`src/rtl/ascon_bdi_packer.sv`:
```
// Byte-serial to CCW-bit word packer feeding the Ascon core's bdi port.
// A pack register fills behind a one-word output register, so a stalled core only stalls input once both are full.
module ascon_bdi_packer #(
    parameter int CCW   = 32,
    parameter int CCWD8 = CCW / 8
) (
    input  logic             clk,
    input  logic             rst,
    input  logic [7:0]       s_data,
    input  logic             s_valid,
    output logic             s_ready,
    input  logic [3:0]       s_type,
    input  logic             s_last,
    input  logic             s_eoi,
    output logic [CCW-1:0]   m_bdi,
    output logic [CCWD8-1:0] m_bdi_valid,
    input  logic             m_bdi_ready,
    output logic [3:0]       m_bdi_type,
    output logic             m_bdi_eot,
    output logic             m_bdi_eoi,
    output logic             err
);

    localparam int CW = $clog2(CCWD8 + 1);

    // Contiguous byte-valid mask with the low cnt bits set.
    function automatic logic [CCWD8-1:0] f_mask(input logic [CW-1:0] cnt);
        f_mask = '0;
        for (int i = 0; i < CCWD8; i++) begin
            f_mask[i] = (CW'(i) < cnt);
        end
    endfunction

    logic [CCW-1:0]   r_pk_data;
    logic [CW-1:0]    r_pk_cnt;
    logic [3:0]       r_pk_type;
    logic             r_pk_eot;
    logic             r_pk_eoi;
    logic             r_pk_complete;
    logic [CCW-1:0]   r_m_bdi;
    logic [CCWD8-1:0] r_m_valid;
    logic [3:0]       r_m_type;
    logic             r_m_eot;
    logic             r_m_eoi;
    logic             r_err;
    logic             r_eoi_seen;

    logic             w_out_free;
    logic             w_move;
    logic             w_s_ready;
    logic             w_accept;
    logic [CW-1:0]    w_base;
    logic [CCW-1:0]   w_pk_data_n;
    logic [CW-1:0]    w_pk_cnt_n;
    logic [3:0]       w_pk_type_n;
    logic             w_pk_eot_n;
    logic             w_pk_eoi_n;
    logic             w_pk_complete_n;
    logic             w_err_n;

    assign w_out_free = (r_m_valid == '0) || m_bdi_ready;
    assign w_move     = r_pk_complete && w_out_free;
    assign w_s_ready  = !r_pk_complete || w_out_free;
    assign w_accept   = s_valid && w_s_ready;
    // A byte arriving while the finished word leaves starts the next word at byte 0.
    assign w_base     = w_move ? CW'(0) : r_pk_cnt;

    // Next state of the pack register: clear on move, then place an accepted byte.
    always_comb begin
        w_pk_data_n     = r_pk_data;
        w_pk_cnt_n      = r_pk_cnt;
        w_pk_type_n     = r_pk_type;
        w_pk_eot_n      = r_pk_eot;
        w_pk_eoi_n      = r_pk_eoi;
        w_pk_complete_n = r_pk_complete;
        if (w_move) begin
            w_pk_data_n     = '0;
            w_pk_cnt_n      = '0;
            w_pk_type_n     = 4'd0;
            w_pk_eot_n      = 1'b0;
            w_pk_eoi_n      = 1'b0;
            w_pk_complete_n = 1'b0;
        end else begin
            w_pk_complete_n = r_pk_complete;
        end
        if (w_accept) begin
            for (int i = 0; i < CCWD8; i++) begin
                if (CW'(i) == w_base) begin
                    w_pk_data_n[8*i +: 8] = s_data;
                end else begin
                    w_pk_data_n[8*i +: 8] = w_pk_data_n[8*i +: 8];
                end
            end
            if (w_base == CW'(0)) begin
                w_pk_type_n = s_type;
            end else begin
                w_pk_type_n = r_pk_type;
            end
            w_pk_cnt_n      = w_base + CW'(1);
            w_pk_complete_n = (w_base + CW'(1) == CW'(CCWD8)) || s_last;
            w_pk_eot_n      = s_last;
            w_pk_eoi_n      = s_last && s_eoi;
        end else begin
            w_pk_cnt_n = w_pk_cnt_n;
        end
    end

    // Protocol errors are sticky; the offending byte is still packed.
    always_comb begin
        w_err_n = r_err;
        if (w_accept) begin
            if ((!w_move && (r_pk_cnt != CW'(0)) && (s_type != r_pk_type)) ||
                (s_eoi && !s_last) || r_eoi_seen) begin
                w_err_n = 1'b1;
            end else begin
                w_err_n = r_err;
            end
        end else begin
            w_err_n = r_err;
        end
    end

    // Pack, output and error state registers.
    always_ff @(posedge clk) begin
        if (rst) begin
            r_pk_data     <= '0;
            r_pk_cnt      <= '0;
            r_pk_type     <= 4'd0;
            r_pk_eot      <= 1'b0;
            r_pk_eoi      <= 1'b0;
            r_pk_complete <= 1'b0;
            r_m_bdi       <= '0;
            r_m_valid     <= '0;
            r_m_type      <= 4'd0;
            r_m_eot       <= 1'b0;
            r_m_eoi       <= 1'b0;
            r_err         <= 1'b0;
            r_eoi_seen    <= 1'b0;
        end else begin
            r_pk_data     <= w_pk_data_n;
            r_pk_cnt      <= w_pk_cnt_n;
            r_pk_type     <= w_pk_type_n;
            r_pk_eot      <= w_pk_eot_n;
            r_pk_eoi      <= w_pk_eoi_n;
            r_pk_complete <= w_pk_complete_n;
            r_err         <= w_err_n;
            if (w_accept && s_last && s_eoi) begin
                r_eoi_seen <= 1'b1;
            end
            if (w_move) begin
                r_m_bdi   <= r_pk_data;
                r_m_valid <= f_mask(r_pk_cnt);
                r_m_type  <= r_pk_type;
                r_m_eot   <= r_pk_eot;
                r_m_eoi   <= r_pk_eoi;
            end else if (m_bdi_ready) begin
                r_m_valid <= '0;
            end
        end
    end

    assign s_ready     = w_s_ready;
    assign m_bdi       = r_m_bdi;
    assign m_bdi_valid = r_m_valid;
    assign m_bdi_type  = r_m_type;
    assign m_bdi_eot   = r_m_eot;
    assign m_bdi_eoi   = r_m_eoi;
    assign err         = r_err;

endmodule

```
`config.mk`:
```
export PLATFORM = sky130hd
export DESIGN_NAME = ascon_bdi_packer
export DESIGN_NICKNAME = d
export VERILOG_FILES = /design/src/rtl/ascon_bdi_packer.sv
export SDC_FILE = /design/constraint.sdc
export NUM_CORES = 1
export LEC_CHECK = 0
export BUFFER_PORTS_ARGS = -buffer_cell sky130_fd_sc_hd__buf_4
export CAP_MARGIN = 0
export CORE_MARGIN = 2
export CORE_UTILIZATION = 54
export CTS_CLUSTER_SIZE = 30
export DETAILED_ROUTE_END_ITERATION = 8
export PLACE_DENSITY_LB_ADDON = 0.25
export SLEW_MARGIN = 20
export SYNTH_ARGS = -nofsm -noshare
export SYNTH_HDL_FRONTEND = slang
export SYNTH_SLANG_ARGS = --single-unit
```
`constraint.sdc`:
```
create_clock -name clk -period 2.6 [get_ports clk]
set_clock_uncertainty 0.2 [all_clocks]
set_input_delay 0.52 -clock clk [delete_from_list [all_inputs] [get_ports clk]]
set_output_delay 0.52 -clock clk [all_outputs]
set_load 0.01 [all_outputs]
```
==> key figures <==
Finish
  – Finished Core Util: 69.2%
  – P&R area growth vs syn: 22.0%
  – Fin nets: 444
  – Layout cells sized above 1: 20.2%
  – Number of fillers in the final layout: between 400 and 500
  – Antenna Cells: 0

Pwr
  – Pleak: 1.46 nW
  – Pwr Density: 664 nW/um^2
  – Max VDD drop: 0.392 mV
  – Tot Pwr: between 0.002 and 0.003 W

Hold path
  – Hold Path Class: in2reg
  – Hold endpoint: r_pk_type[2]$_SDFFE_PP0P_
  – Worst Hold Depth: 2
  – Startpoint of the worst hold path: s_type[2]

Global routing
  – Grt total ovfl: 0
  – Largest net degree at the start of global routing: 67
  – First-pass GRT wire length: 11,700 um
  – Initial antenna violation count: 0
  – Vias in the first global route: approximately 2.5k
  – Tot GR Track Use: 23.5%

Clocking
  – CTS resizes: 0
  – Clk sinks: 86
  – Post-CTS Repair Setup Buffers: 0
  – CTS tree: yes
  – Clk slew on worst S/H paths: around 0.080 ns
  – Clock Tree Buf Depth: 2
  – Clock Latency Late Sink: 0.35 ns
  – CTS Buf Count: 9
  – Root Driver: clkbuf_8
  – Hold buffers post-CTS: 0
  – H-Tree Depth: 3

Setup path
  – Crit path kind: reg2out
  – R2R depth: 7
  – Worst r2r src: m_bdi_valid[0]$_SDFFE_PP0P_
  – Critical path arrival: ~1.5 ns
  – R2R Path End: r_pk_data[31]$_SDFF_PP0_
  – Reg2reg setup slack: 0.52 ns
  – Crit Path Max Fanout: 8
  – CP Capture Type: output pin
  – Critical path launch point type: register
  – Data required, critical path: 1.88 ns

STA
  – Fin worst setup slack: 0.368 ns
  – Worst hold slack: 0.194 ns
  – Endpoints failing setup: 0
  – FMAX: 448 MHz
  – Final Max Slew Viols: 0
  – Endpoints failing hold: 0
  – Crit path time final: approximately 2.2 ns
  – Tightest Pin Transition: 0.676 ns
  – RSZ-0062 raised after global routing: false
  – Slew Limit Headroom: 54.7%
  – TNS Setup: 0 ns
  – Crit share post-route: ~86%

Place
  – Pre-CTS WS: 0.521 ns
  – Final HPWL DP: 4780 um
  – Final Wtd Congestion: 0.793
  – Port bufs: 61

Drt
  – # DRC: 0
  – WL final: just over 7000 um
  – Detail Route Antenna Nets: 0
  – Drt first-iter violations: 218
  – Vias: 2,762
  – Vias per cell: 5.50
  – Drt wl/cell: approximately 14 um
  – Drt pass-1 iters: 5

Synth
  – Yosys cell types: 38
  – Most used flip-flop cell after synthesis: dfxtp_1
  – Post-synth EDFFs: 0
  – #FFs+latches synth: 86
  – Mean post-synth cell area: 8.48 um^2
  – Post-Syn Nets: 392
  – Register area share after synthesis: between 50 and 60%
  – FFs w/ async S/R, synth: 0%
  – Post-Syn Area: 3160 um^2
  – Syn Inst Count: 373
  – Ys Warns: 0

Floorplanning
  – Die Y: 80.6 um
  – Initial Utilization: 56.8%
  – CORE AREA: 5570 um^2
  – Die ar.: 6490 um^2
  – Die W: 80.6 um
  – Row count: 27
  – # IOs: 62

Flow run
  – Maxcap violations: 0

Status
  – Outcome: finished, final reports clean
-- flip-flops by register name, indices dropped and copies added, names as in the netlist --
name / flops
m_bdi: 32
r_pk_data: 32
m_bdi_type: 4
m_bdi_valid: 4
r_pk_type: 4
r_pk_cnt: 3
err: 1
m_bdi_eoi: 1
m_bdi_eot: 1
r_eoi_seen: 1
r_pk_complete: 1
r_pk_eoi: 1
r_pk_eot: 1
-- critical path: stages, from the launching register on --
cell      delay (ns)
dfxtp_1         0.52
nand2b_1        0.17
or2_2           0.32
buf_4           0.15
-- worst max-delay path by stage --
stage               slack (ns)                   startpoint                        to
floorplan                 0.39  m_bdi_valid[0]$_SDFFE_PP0P_  r_pk_data[31]$_SDFF_PP0_
CTS                       0.36   r_pk_complete$_SDFFE_PP0P_                   s_ready
global route              0.29   r_pk_complete$_SDFFE_PP0P_                   s_ready
finish                    0.37   r_pk_complete$_SDFFE_PP0P_                   s_ready
detailed placement        0.52  m_bdi_valid[0]$_SDFFE_PP0P_   r_pk_data[7]$_SDFF_PP0_
global placement          0.57                  m_bdi_ready   r_pk_data[7]$_SDFF_PP0_
-- per-layer routing --
layer | GRT usage [%] | wire [um] | share of wire, % | vias up
li1 | - | - | - | 1370
met1 | 30.3 | 3160 | 44 | 1307
met2 | 37.9 | 3440 | 48 | 74
met3 | 3.93 | 413 | 5.8 | 11
met4 | 11.5 | 127 | 1.8 | 0
met5 | 0 | 0 | 0 | -
-- where the power goes --
group | internal, W | switching [W] | total (W) | leakage, nW
Clock | 0.000565 | 0.000435 | 0.00100 | 0.110
Combinational | 0.0000756 | 0.000110 | 0.000186 | 0.653
Sequential | 0.00135 | 0.0000260 | 0.00138 | 0.696
Total | 0.00199 | 0.000571 | 0.00256 | 1.46
-- metrics by stage --
step	cell area [um^2]	cells
2_1_floorplan	3160	373
3_3_place_gp	3640	486
3_5_place_dp	3640	486
4_1_cts	3860	502
5_1_grt	3860	502
6_report	3860	502
-- area by class of cell --
class,count,area (um^2),share of cell area (%)
Sequential cell,86,1720,44.6
Multi-Input combinational cell,257,1320,34.1
Timing Repair Buffer,67,503,13.0
Clock buffer,12,145,3.76
Tap cell,72,90.1,2.33
Clock inverter,4,70.1,1.82
Inverter,4,15.0,0.389
-- placed cells by master (no fill, tap or decap), types with 4 or more instances in the layout --
| cell | instances |
|---|---|
| nor2_1 | 7 |
| a22o_1 | 13 |
| inv_1 | 4 |
| nand2_1 | 103 |
| buf_4 | 67 |
| nor3_1 | 5 |
| a21oi_1 | 67 |
| xnor2_1 | 4 |
| clkbuf_8 | 10 |
| dfxtp_1 | 86 |
| nand3_1 | 26 |
-- cell usage after synthesis, drive strengths merged (2+ instances only) --
| library cell | instances | area share [%] |
|---|---|---|
| a21oi | 68 | 11 |
| a22o | 13 | 3.6 |
| a22oi | 3 | 0.71 |
| buf | 13 | 2.4 |
| clkbuf | 13 | 1.5 |
| dfxtp | 86 | 54 |
| inv | 4 | 0.47 |
| nand2 | 103 | 12 |
| nand3 | 26 | 4.1 |
| nor2 | 7 | 0.83 |
| nor2b | 2 | 0.40 |
| nor3 | 5 | 0.79 |
| o211ai | 2 | 0.47 |
| o21a | 2 | 0.47 |
| o21ai | 4 | 0.63 |
| or3 | 2 | 0.55 |
| xnor2 | 4 | 1.1 |
-- kinds of logic after synthesis --
kind of cell / Yosys count / share of synthesized area (%)
xor+xnor: 4 / 1.11
fa+ha+maj: 1 / 0.395
compound gates: 99 / 18.7
flops: 86 / 54.4
buf+inv: 30 / 4.39
simple gates: 153 / 21.0
Note: power is estimated with default switching activity, not from simulation.
